==> src/rtl/div_pkg.sv <==
// div_pkg: shared defaults, FSM states and constants for the quotient/remainder BCD converter
package div_pkg;
  localparam int DEF_SIZE = 32;
  localparam int DEF_DIGITS = 10;
  localparam logic [3:0] BCD_BLANK = 4'hF;
  typedef enum logic [1:0] {IDLE, CONV_Q, CONV_R, DONE} state_t;
  function automatic int cnt_w(input int size);
    return $clog2(size + 1);
  endfunction
endpackage

==> src/rtl/bcd_digit_adj.sv <==
// bcd_digit_adj: double-dabble digit cell, adds 3 to any digit of 5 or more
module bcd_digit_adj (
  input  logic [3:0] d,
  output logic [3:0] y
);
  assign y = (d >= 4'd5) ? d + 4'd3 : d;
endmodule

==> src/rtl/div_result_bcd.sv <==
// div_result_bcd: serial double-dabble conversion of divider quotient then remainder to packed BCD
module div_result_bcd
  import div_pkg::*;
#(
  parameter int SIZE = DEF_SIZE,
  parameter int DIGITS = DEF_DIGITS
) (
  input  logic                clk,
  input  logic                reset,
  input  logic                start,
  input  logic [SIZE-1:0]     quotient,
  input  logic [SIZE-1:0]     remainder,
  input  logic                div_err,
  output logic                busy,
  output logic                done,
  output logic                err,
  output logic [4*DIGITS-1:0] q_bcd,
  output logic [4*DIGITS-1:0] r_bcd
);
  localparam int CW = cnt_w(SIZE);
  localparam int BW = 4 * DIGITS;
  state_t state_q, state_d;
  logic [CW-1:0] cnt_q, cnt_d;
  logic [SIZE-1:0] bin_q, bin_d, rem_q, rem_d;
  logic [BW-1:0] acc_q, acc_d, q_hold_q, q_hold_d, q_bcd_q, q_bcd_d, r_bcd_q, r_bcd_d;
  logic derr_q, derr_d, err_q, err_d, done_q, done_d;
  logic [BW-1:0] adj, shifted;
  logic conv, last;
  for (genvar i = 0; i < DIGITS; i++) begin : g_adj
    bcd_digit_adj u_adj (.d(acc_q[4*i +: 4]), .y(adj[4*i +: 4]));
  end
  assign conv = (state_q == CONV_Q) || (state_q == CONV_R);
  assign last = cnt_q == CW'(1);
  assign shifted = (adj << 1) | {{(BW-1){1'b0}}, bin_q[SIZE-1]};
  always_ff @(posedge clk) begin
    if (reset) begin
      state_q  <= IDLE;
      cnt_q    <= '0;
      bin_q    <= '0;
      rem_q    <= '0;
      acc_q    <= '0;
      q_hold_q <= '0;
      derr_q   <= 1'b0;
      q_bcd_q  <= '0;
      r_bcd_q  <= '0;
      err_q    <= 1'b0;
      done_q   <= 1'b0;
    end else begin
      state_q  <= state_d;
      cnt_q    <= cnt_d;
      bin_q    <= bin_d;
      rem_q    <= rem_d;
      acc_q    <= acc_d;
      q_hold_q <= q_hold_d;
      derr_q   <= derr_d;
      q_bcd_q  <= q_bcd_d;
      r_bcd_q  <= r_bcd_d;
      err_q    <= err_d;
      done_q   <= done_d;
    end
  end
  always_comb begin
    state_d = state_q;
    case (state_q)
      IDLE:    state_d = start ? (div_err ? DONE : CONV_Q) : IDLE;
      CONV_Q:  state_d = last ? CONV_R : CONV_Q;
      CONV_R:  state_d = last ? DONE : CONV_R;
      default: state_d = IDLE;
    endcase
  end
  always_comb begin
    cnt_d    = cnt_q;
    bin_d    = bin_q;
    rem_d    = rem_q;
    acc_d    = acc_q;
    q_hold_d = q_hold_q;
    derr_d   = derr_q;
    q_bcd_d  = q_bcd_q;
    r_bcd_d  = r_bcd_q;
    err_d    = err_q;
    done_d   = 1'b0;
    if (state_q == IDLE && start) begin
      bin_d  = quotient;
      rem_d  = remainder;
      derr_d = div_err;
      acc_d  = '0;
      cnt_d  = CW'(SIZE);
    end
    if (conv) begin
      bin_d = {bin_q[SIZE-2:0], 1'b0};
      acc_d = shifted;
      cnt_d = cnt_q - 1'b1;
    end
    if (state_q == CONV_Q && last) begin
      q_hold_d = shifted;
      bin_d    = rem_q;
      acc_d    = '0;
      cnt_d    = CW'(SIZE);
    end
    if (state_q == DONE) begin
      q_bcd_d = derr_q ? {DIGITS{BCD_BLANK}} : q_hold_q;
      r_bcd_d = derr_q ? {DIGITS{BCD_BLANK}} : acc_q;
      err_d   = derr_q;
      done_d  = 1'b1;
    end
  end
  assign busy  = conv;
  assign done  = done_q;
  assign err   = err_q;
  assign q_bcd = q_bcd_q;
  assign r_bcd = r_bcd_q;
endmodule

==> config.mk <==
export PLATFORM = sky130hd
export DESIGN_NAME = div_result_bcd
export DESIGN_NICKNAME = d
export VERILOG_FILES = /design/src/rtl/div_pkg.sv /design/src/rtl/bcd_digit_adj.sv /design/src/rtl/div_result_bcd.sv
export SDC_FILE = /design/constraint.sdc
export NUM_CORES = 1
export LEC_CHECK = 0
export CORE_MARGIN = 2
export CORE_UTILIZATION = 50
export DETAILED_ROUTE_END_ITERATION = 6
export GPL_ROUTABILITY_DRIVEN = 0
export PLACE_DENSITY = 0.75
export SYNTH_ARGS = -nofsm -noshare
export SYNTH_HDL_FRONTEND = slang
export SYNTH_HIERARCHICAL = 1
export SYNTH_SLANG_ARGS = --single-unit
==> constraint.sdc <==
create_clock -name clk -period 3.4 [get_ports clk]
set_input_delay 0.85 -clock clk [delete_from_list [all_inputs] [get_ports clk]]
set_output_delay 0.85 -clock clk [all_outputs]
set_load 0.02 [all_outputs]
# Yosys cells after proc, flatten, opt, wreduce, memory -nomap -nowiden
# Cells that the tools add are included.
[op_classes]
add_sub_neg = 11
multipliers = 0
div = 0
order_cmp = 10
n_eq_ne = 4
shifts = 0
mux = 26
bitwise = 1
n_reduce_logical = 7
[op_table]
columns = ["op", "n"]
rows = [
  ["two-way mux 40 bit", 4],
  ["two-way mux 32 bit", 3],
  [">= comparator 4 x 3 -> 1 bit (second input constant)", 10],
  ["bitwise OR 40 x 1 -> 40 bit", 1],
  ["adder 4 x 2 -> 4 bit (second input constant)", 9],
  ["two-way mux 4 bit", 9],
  ["two-way mux 6 bit", 3],
  ["equality test 6 x 1 -> 1 bit (second input constant)", 1],
  ["two-way mux 2 bit", 3],
  ["case mux 2 bit (3 select lines)", 1],
  ["subtractor 6 x 1 -> 6 bit (second input constant)", 1],
  ["equality test 2 bit (second input constant)", 2],
  ["adder 3 x 2 -> 3 bit (second input constant)", 1],
  ["two-way mux 3 bit", 1],
  ["nonzero test 3 bit", 1],
  ["equality test 2 x 1 -> 1 bit (second input constant)", 1],
  ["logical AND 1 bit", 2],
  ["zero test 2 bit", 1],
  ["two-way mux 1 bit", 2],
  ["nonzero test 2 bit", 1],
  ["OR reduction 2 bit", 1],
  ["logical OR 1 bit", 1],
]
[word_totals]
ff_bits = 235
latch_bits = 0
ram_bits = 0
mem_bits_ro = 0
wordCells = 71
mem_count = 0

# Logic depth before layout (Yosys ltp)
# Gate-level depths: netlist of the first run.
[logic_depth]
word_depth = 5
ltp_mapped = 8
ltp_nobuf = 7

# Modules after synthesis
# The synthesis of the first run kept the hierarchy.
[by_module_without_submodules]
columns = ["mod", "instances", "cells_per_inst", "area_each_um2", "seq_area_each_um2"]
rows = [
  ["div_result_bcd", 1, 1020, 9126.3, 4704.5],
  ["bcd_digit_adj", 10, 16, 101.3, 0.0],
]

# Least setup slack after synthesis of the first run
# No wires, ideal clock.
[synth_path]
path_type = "flip-flop to flip-flop"
from = "register state_q[0]"
to = "register bin_q[2]"
setup_ns = 0.122
t_arrival_ns = 1.866
required_time_ns = 3.278
setup_slack_ns = 1.412
stages_incl_launch_ff = 8
n_path_buf = 2
path_cell_list = "dfxtp_1 -> inv_1 -> ha_1 -> buf_2 -> a21oi_2 -> clkbuf_1 -> a2111oi_0 -> a311o_1"
[synth_via]
elab_chain_cells = 4
word_cells_on_any_way = 9
cone_classes = "eq/ne: 2; mux: 2; reduce/logical: 5"
[synth_rtl]
columns = ["element", "line_no", "source"]
rows = [
  ["from (decl)", "div_result_bcd.sv:22", "state_t state_q, state_d;"],
  ["from (signal assigned)", "div_result_bcd.sv:49", "state_q <= state_d;"],
  ["equality test 2 x 1 -> 1 bit or equality test 2 bit (tied branches)", "div_result_bcd.sv:32", "assign conv = (state_q == CONV_Q) || (state_q == CONV_R);"],
  ["logical OR 1 bit (*)", "div_result_bcd.sv:32", ""],
  ["named net busy", "div_result_bcd.sv:14", "output logic busy,"],
  ["two-way mux 32 bit", "div_result_bcd.sv:89", "if (conv) begin"],
  ["two-way mux 32 bit", "div_result_bcd.sv:94", "if (state_q == CONV_Q && last) begin"],
  ["to (signal assigned)", "div_result_bcd.sv:51", "bin_q <= bin_d;"],
  ["to (decl)", "div_result_bcd.sv:24", "logic [SIZE-1:0] bin_q, bin_d, rem_q, rem_d;"],
]
# The timed path passes the listed nets; every way through them passes the cells marked *.
# A chain may end at the register's enable or synchronous reset.

# Worst setup path after layout of the first run
[layout_path]
from = "register state_q[0]"
to = "output port busy"
[layout_via]
elab_chain_cells = 2
word_cells_on_any_way = 3
cone_classes = "eq/ne: 2; reduce/logical: 1"
[layout_rtl]
columns = ["element", "line_no"]
rows = [
  ["equality test 2 x 1 -> 1 bit or equality test 2 bit (tied branches)", "div_result_bcd.sv:32"],
  ["logical OR 1 bit (*)", "div_result_bcd.sv:32"],
  ["to (decl)", "div_result_bcd.sv:14"],
]
# Every way passes the cells marked *; elsewhere a longest branch is shown, timed or not.

==> results.cfg, run 1 <==
[global_routing]
antenna_found_initial = 0
grt_pass1_wl_um = 41410
grt_pass1_vias = 8169
grt_usage_pct = 22.71
overflow = 0
grt_start_max_net_pins = 125

[sta]
final.min_clock_period_ns = 3.123
tightestPinTransition_ns = 1.164
setup_tns_ns = 0
finalCritPeriodShare_pct = 91.86
drv_slew = 0
skew_ns = 0.01574
setup_violations = 0
rsz0062_at_grt = no
hold_violations = 0
fmax_mhz = 320.2
max_slew_margin_pct = 22.23

[cells_and_area]
finish.utilization_pct = 62.36
num-nets-final = 1354
diodes = 0
drive_above_1_share_pct = 5.721
nFillCells = 1749
area_growth_pct = 23.48

[power]
p_seq_share_pct = 42.8
p_sw_w = 0.002167
power-per-cell-area_nw_per_um2 = 574.8
switching_share_pct = 30.17
pwr-share-comb_pct = 21.1
p_int_w = 0.005016
leakagePower_nw = 4.369
clkPwrFrac_pct = 36.1
ir_drop_mv = 0.3462

[floorplan]
core_area_um2 = 20040
die-area_um2 = 21390
die_y_um = 146.3
start_util_pct = 50.50
die_w_um = 146.3
rows = 52
ios = 151

[worst_hold_path]
hold_class = register to register

[setup_path]
cp_max_fo = 23
criticalPathCategory = register to primary output
slowest_stage = clkdlybuf4s50_1
cp.arrival_ns = 2.27
worstPathCellList = inv_1, ha_4, clkdlybuf4s50_1
crit_required_ns = 2.55
worst_setup_path_start_kind = register
r2r-start = state_q[0]
worst_setup_path_end_kind = primary output
ff2ff_path_depth = 6
r2r_slack_ns = 0.74
max_stage_delay_ns = 0.69
r2r-end = bin_q[7]
cp-startpoint = state_q[0]
crit_end = busy

[clock_network]
htree_levels = 1
postCtsSetupRepairBufs = 0
clk_path_buf_depth = 3
clock_latency_ns = 0.53
ctsHoldBuffers = 0
cts_tree = yes
cts-root-buf = clkbuf_16
cts_resized = 0
cts.sinks = 235
path_clk_slew_ns = 0.06
cts_buffers = 25

[route]
dr_total_vias = 8933
routed_via_density = 5.778
dr.first_iter.drc_count = 570
antenna_left = 0
firstDrtPassIters = 5
wl_per_cell_um = 16.46
drt-total-wl_um = 25440
drc = 0

[synth]
avgSynthCellArea_um2 = 8.605
synth_area_um2 = 10120
ys_warn_count = 6
syn-instance-count = 1176
synth_nets = 1270

[placed_design]
io_buffers = 150
hpwl_um = 15420

[outcome]
outcome = complete, no violations

[run]
maxCapViolCount = 0
cell usage in the layout (no fill, tap or decap), drive strengths merged, types with 2 or more instances in the layout:
cell             n
or2              2
xnor2           10
a2111oi         31
nand3           41
clkdlybuf4s50  149
nor4            31
o21ai           60
clkinv           2
nor2b            3
and2             2
ha              26
buf             19
a311o           32
dfxtp          235
a21oi           88
nand2          109
a22oi           40
a311oi           5
clkbuf          39
mux2i           43
nand2b          53
nor2           136
o22ai           80
inv             29
layer usage:
metal	share of wire, %	vias up	GRT usage, %
met5	0	-	0
met4	1.7	0	5.583
met3	6.4	39	3.938
met2	46	273	36.63
met1	46	4222	31.86
li1	-	4399	-
worst max-delay path, delay by kind of cell, from the launching register on:
| family | cells | cell delay, ns |
|---|---|---|
| adder cells (fa/ha/maj) | 1 | 0.53 |
| buffers and inverters | 2 | 0.81 |
| flip-flops | 1 | 0.41 |
sequential cells by signal, indices dropped and copies added, names as in the netlist:
name,count
bin_q,32
q_hold_q,40
done,1
state_q,2
r_bcd,40
q_bcd,40
cnt_q,6
err,1
acc_q,40
derr_q,1
rem_q,32
worst min-delay path by stage:
stage / start / to / slack (ns) / cells after the start
4_1_cts: rem_q[24] / rem_q[24] / 0.46 / 2
5_1_grt: rem_q[13] / rem_q[13] / 0.47 / 2
6_report: rem_q[31] / rem_q[31] / 0.45 / 2
3_5_place_dp: rem_q[24] / rem_q[24] / 0.45 / 2
2_1_floorplan: rem_q[0] / rem_q[0] / 0.44 / 2
3_3_place_gp: rem_q[11] / rem_q[11] / 0.44 / 2
through the flow:
step / instances / area [µm²] / hold slack, ns / setup WS [ns] / power (W)
floorplan: 1176 / 10120 / 0.4366 / 1.412 / 0.004144
global placement: 1503 / 11720 / 0.4418 / 0.6893 / 0.004599
detailed placement: 1503 / 11720 / 0.4471 / 0.6211 / 0.004625
CTS: 1546 / 12500 / 0.4552 / 0.2596 / 0.007213
global route: 1546 / 12500 / 0.4713 / 0.1971 / 0.007497
finish: 1546 / 12500 / 0.4544 / 0.2768 / 0.007183
final cells by class:
class | count | area (µm²) | share of cell area [%]
multi-input combinational | 802 | 4921 | 39.38
timing repair buffer | 168 | 1650 | 13.21
sequential | 235 | 4705 | 37.65
clock inverter | 4 | 48.80 | 0.3905
clock buffer | 39 | 728.2 | 5.828
tap | 270 | 337.8 | 2.704
inverter | 28 | 105.1 | 0.8411
power by group through the flow:
stage / clock [W] / sequential (W) / combinational (W)
3_5_place_dp: 0 / 0.00313 / 0.00150
2_1_floorplan: 0 / 0.00315 / 0.000995
5_1_grt: 0.00276 / 0.00309 / 0.00164
4_1_cts: 0.00264 / 0.00307 / 0.00150
6_report: 0.00260 / 0.00307 / 0.00152
3_3_place_gp: 0 / 0.00312 / 0.00148
(Power assumes the default switching activity.)
==> inputs of run 2 (changes only) <==
- CAP_MARGIN: not set -> 40
- GPL_ROUTABILITY_DRIVEN: 0 -> not set
- SYNTH_HIERARCHICAL: 1 -> not set
==> run 2 against run 1 <==
  * Setup slack gained 0.33 ns
  * First-iteration DRC count increased by 3.2%
  * Global-route usage fell by 0.55 points
  * Core utilization rose by 0.82 points
  * Power is 1.8% lower
  * Critical endpoint unchanged
  * Largest cell class unchanged
  * Highest routed layer unchanged
==> results.cfg, run 2 <==
[clock_network]
cts_buffers = 24
cts_tree = yes
cts-root-buf = clkbuf_16
clock_latency_ns = 0.51
ctsHoldBuffers = 0
path_clk_slew_ns = 0.06
cts.sinks = 235
htree_levels = 1
cts_resized = 0
clk_path_buf_depth = 3
postCtsSetupRepairBufs = 0

[route]
drt-total-wl_um = 23900
drc = 0
dr_total_vias = 8590
wl_per_cell_um = 15.58
firstDrtPassIters = 5
routed_via_density = 5.600
antenna_left = 0
dr.first_iter.drc_count = 588

[synth]
synth_area_um2 = 9976
synth_most_common_cell = dfxtp_1
synth.top_cell.area_share_pct = 47.16
yosys.cell_types.count = 43
ys_warn_count = 0
synth_edf_count = 0
ys_seq_area_share_pct = 47.16
ys_top_cells_by_count = 235 x dfxtp_1, 143 x nand2_1, 119 x nor2_1
syn-instance-count = 1166
ys_seq_elements = 235
avgSynthCellArea_um2 = 8.556
async_flop_share_pct = 0
yosysTopAreaCell = dfxtp_1
ys.flop_type = dfxtp_1
synth_area_leaders = dfxtp_1 47%, nand2_1 5.4%, a21oi_1 5.1%
synth_nets = 1260

[placed_design]
placed_cell_area_um2 = 11540
hpwl_um = 15010
io_buffers = 150
gp_congestion = 0.8197
placed_cells = 1493

[cells_and_area]
layout_common_cells = 235 x dfxtp_1, 149 x clkdlybuf4s50_1, 142 x nand2_1
drive_above_1_share_pct = 6.777
area_growth_pct = 23.67
layout_commonest_cell = dfxtp_1
num-nets-final = 1348
finish.utilization_pct = 63.18
diodes = 0
finalNonFillerCells = 1534
nFillCells = 1679
final_cell_area_um2 = 12340
multi_input_area_um2 = 4722
final-seq-area_um2 = 4705

[power]
totalPowerFinal_w = 0.007057
ir_drop_mv = 0.4122
power-per-cell-area_nw_per_um2 = 572.1
leakagePower_nw = 4.274

[global_routing]
grt_usage_pct = 22.16
antenna_found_initial = 0
grt_pass1_wl_um = 40280
overflow = 0
grt_start_max_net_pins = 124
grt_pass1_vias = 8174

[worst_hold_path]
hold_class = register to register
min_delay_path_depth = 2
worstHoldStart = bin_q[13]
holdPathEnd = bin_q[13]

[setup_path]
worst_setup_path_end_kind = primary output
criticalPathCategory = register to primary output
ff2ff_path_depth = 8
slowest_stage = clkdlybuf4s50_1
cp.arrival_ns = 1.94
crit_buf_inv = 2
r2r_slack_ns = 0.96
cp_max_fo = 3
r2r-start = state_q[0]
crit_family = buffers and inverters
cp-startpoint = state_q[0]
r2r-end = acc_q[35]
max_stage_delay_ns = 0.60
worstPathCellList = inv_1, ha_4, clkdlybuf4s50_1
crit_required_ns = 2.55
worst_setup_path_start_kind = register

[floorplan]
die_y_um = 145.3
start_util_pct = 51.09
ios = 151
die-area_um2 = 21100
die_w_um = 145.3
rows = 51
core_area_um2 = 19530

[sta]
setup_tns_ns = 0
finalCritPeriodShare_pct = 82.10
setup_violations = 0
final.min_clock_period_ns = 2.791
hold_violations = 0
drv_slew = 0
tightestPinTransition_ns = 0.9048
max_slew_margin_pct = 39.68
rsz0062_at_grt = no
skew_ns = 0.009249
fmax_mhz = 358.3

[run]
maxCapViolCount = 0

[outcome]
outcome = complete, no violations
[run 2: worst reg2reg max path, stage by stage (launching register included)]
cell	delay, ns
dfxtp_1	0.41
inv_1	0.12
ha_4	0.30
buf_4	0.50
buf_12	0.35
nor2_4	0.14
buf_12	0.23
o21ai_0	0.18
a21oi_1	0.08
[run 2: worst max-delay path by stage]
stage,slack [ns],cells after the start,end
6_report,0.61,3,busy
3_5_place_dp,0.73,6,acc_q[35]
5_1_grt,0.57,3,busy
3_3_place_gp,0.74,6,acc_q[35]
2_1_floorplan,1.47,9,bin_q[22]
4_1_cts,0.59,3,busy
[run 2: metrics by stage]
stage	worst slack, ns	hold slack [ns]
detailed placement	0.7274	0.4466
global route	0.5652	0.4671
CTS	0.5930	0.4552
floorplan	1.471	0.4360
global placement	0.7420	0.4408
finish	0.6087	0.4535
[run 2: routing by layer]
layer | track usage, % | up-vias | part of all wire, %
met2 | 37.65 | 226 | 48
li1 | - | 4262 | -
met5 | 0 | - | 0
met1 | 29.71 | 4075 | 45
met4 | 4.804 | 0 | 1.2
met3 | 3.679 | 27 | 5.7
[run 2: report_power, final]
group / internal, W / total (W) / switching [W]
Clock: 0.00161 / 0.00267 / 0.00106
Sequential: 0.00295 / 0.00307 / 0.000116
Combinational: 0.000550 / 0.00132 / 0.000770
[run 2: logic make-up (layout without fill, tap and decap cells)]
group,count (synthesis),after routing,synth area share (%)
XOR/XNOR,9,9,0.7902
AO/OA/AOI/OAI,338,338,20.21
multiplexers,44,44,4.553
buffers and inverters,130,233,5.895
adder cells (fa/ha/maj),26,26,3.261
AND/OR/NAND/NOR,384,384,18.14
flip-flops,235,235,47.16
[run 2: area by class of cell]
| class | instances | area share (%) |
|---|---|---|
| Sequential cell | 235 | 38.13 |
| Timing Repair Buffer | 168 | 13.68 |
| Tap cell | 265 | 2.688 |
| Clock buffer | 30 | 5.385 |
| Clock inverter | 11 | 1.105 |
| Inverter | 24 | 0.7302 |
| Multi-Input combinational cell | 801 | 38.28 |
==> inputs of run 3 (changes only) <==
- CORE_UTILIZATION: 50 -> 49
- PLACE_DENSITY: 0.75 -> 0.76
- clock period: 3.4 -> 2.2 ns (I/O delays scaled with it)
==> run 3 against run 2 <==
  * Hold slack lost 0.0082 ns
  * Clock power is 56% higher
  * Register-to-register slack got worse by 0.78 ns
  * Sequential power increased by 54%
  * Sequential cell count unchanged
  * Critical path depth is the same
  * Via count is 0.84% higher
  * Die area grew 2.0%
  * Power rose by 56%
  * Critical endpoint unchanged
==> results.cfg, run 3 (synthesized netlist as in run 2, its figures left out) <==
[outcome]
outcome = complete, no violations

[floorplan]
die_y_um = 146.7
ios = 151
start_util_pct = 49.62
rows = 52
core_area_um2 = 20100
die-area_um2 = 21520
die_w_um = 146.7

[route]
firstDrtPassIters = 7
drt-total-wl_um = 24080
routed_via_density = 5.585
dr_total_vias = 8662
antenna_left = 0
wl_per_cell_um = 15.53
drc = 0
dr.first_iter.drc_count = 465

[cells_and_area]
layout_common_cells = 235 x dfxtp_1, 148 x clkdlybuf4s50_1, 142 x nand2_1
num-nets-final = 1356
drive_above_1_share_pct = 7.728
layout_commonest_cell = dfxtp_1
finalNonFillerCells = 1551
nFillCells = 1704
diodes = 0
area_growth_pct = 25.20

[global_routing]
grt_usage_pct = 21.94
grt_start_max_net_pins = 99
overflow = 0
antenna_found_initial = 0
grt_pass1_wl_um = 40120
grt_pass1_vias = 8162

[sta]
hold_violations = 0
skew_ns = 0.008095
finalCritPeriodShare_pct = 96.60
fmax_mhz = 470.6
tightestPinTransition_ns = 0.6109
final.min_clock_period_ns = 2.125
setup_violations = 0
drv_slew = 0
rsz0062_at_grt = no
max_slew_margin_pct = 59.27
setup_tns_ns = 0

[setup_path]
crit_required_ns = 1.65
criticalPathCategory = register to primary output
slowest_stage = dfxtp_1
worstPathCellList = inv_1, ha_4, clkdlybuf4s15_2
ff2ff_path_depth = 7
worst_setup_path_start_kind = register
cp.arrival_ns = 1.58
cp_max_fo = 3
max_stage_delay_ns = 0.38
worst_setup_path_end_kind = primary output

[clock_network]
cts_buffers = 25
clock_latency_ns = 0.52
clk_path_buf_depth = 3
htree_levels = 1
postCtsSetupRepairBufs = 0
ctsHoldBuffers = 0
cts.sinks = 235
cts-root-buf = clkbuf_16
path_clk_slew_ns = 0.06
cts_tree = yes

[power]
ir_drop_mv = 0.5034
leakagePower_nw = 4.357
totalPowerFinal_w = 0.01100
power-per-cell-area_nw_per_um2 = 880.6

[placed_design]
hpwl_um = 15260
placed_cells = 1505
gp_congestion = 0.7951
io_buffers = 150

[worst_hold_path]
min_delay_path_depth = 2
hold_class = primary input to register

[run]
maxCapViolCount = 0
-- run 3: power by group --
part	internal (W)	switching (W)	leakage, nW
combinational	0.000899	0.00119	2.03
clock	0.00249	0.00169	0.419
sequential	0.00456	0.000181	1.91
total	0.00794	0.00305	4.36
-- run 3: timing repair --
item                                    in CTS  in global routing
endpoints found under the setup margin       1                  7
pin swaps                                    0                  0
gates resized for setup                      3                  1
cloned                                       0                  0
-- run 3: layer usage --
layer | wire [µm] | share of wire [%] | track usage [%] | vias to the layer above
li1 | - | - | - | 4305
met1 | 10920 | 45 | 29.43 | 4086
met2 | 11220 | 47 | 36.46 | 230
met3 | 1387 | 5.8 | 3.562 | 41
met4 | 553 | 2.3 | 6.650 | 0
met5 | 0 | 0 | 0 | -
-- run 3: worst max-delay path, delay by kind of cell, from the launching register on --
kind,cells,cell delay (ns)
DFF,1,0.38
buffers and inverters,2,0.39
adders and majority gates,1,0.29
-- run 3: worst paths after layout --
kind / start / end / slack, ns
setup / recovery: state_q[0] / busy / 0.07
hold / removal: reset / q_bcd[26] / 0.45
setup reg to reg: state_q[0] / bin_q[0] / 0.18
hold reg to reg: rem_q[9] / rem_q[9] / 0.45
-- run 3: layout make-up --
| cell class | count | area [µm²] | area share [%] |
|---|---|---|---|
| Multi-Input combinational cell | 801 | 4712 | 37.73 |
| Sequential cell | 235 | 4705 | 37.67 |
| Timing Repair Buffer | 175 | 1821 | 14.58 |
| Clock buffer | 33 | 705.7 | 5.650 |
| Tap cell | 270 | 337.8 | 2.705 |
| Clock inverter | 13 | 118.9 | 0.9517 |
| Inverter | 24 | 90.09 | 0.7213 |
-- run 3: through the flow --
stage | setup WS, ns | utilization [%] | hold WS [ns] | instance area [µm²]
after floorplan | 0.2707 | - | 0.4360 | 9976
after global placement | 0.1028 | 58.00 | 0.4429 | 11660
after detailed placement | 0.06753 | 58.00 | 0.4476 | 11660
after CTS | 0.04928 | 62.10 | 0.4293 | 12490
after global routing | 0.01870 | 62.12 | 0.4545 | 12490
final | 0.07483 | 62.12 | 0.4453 | 12490
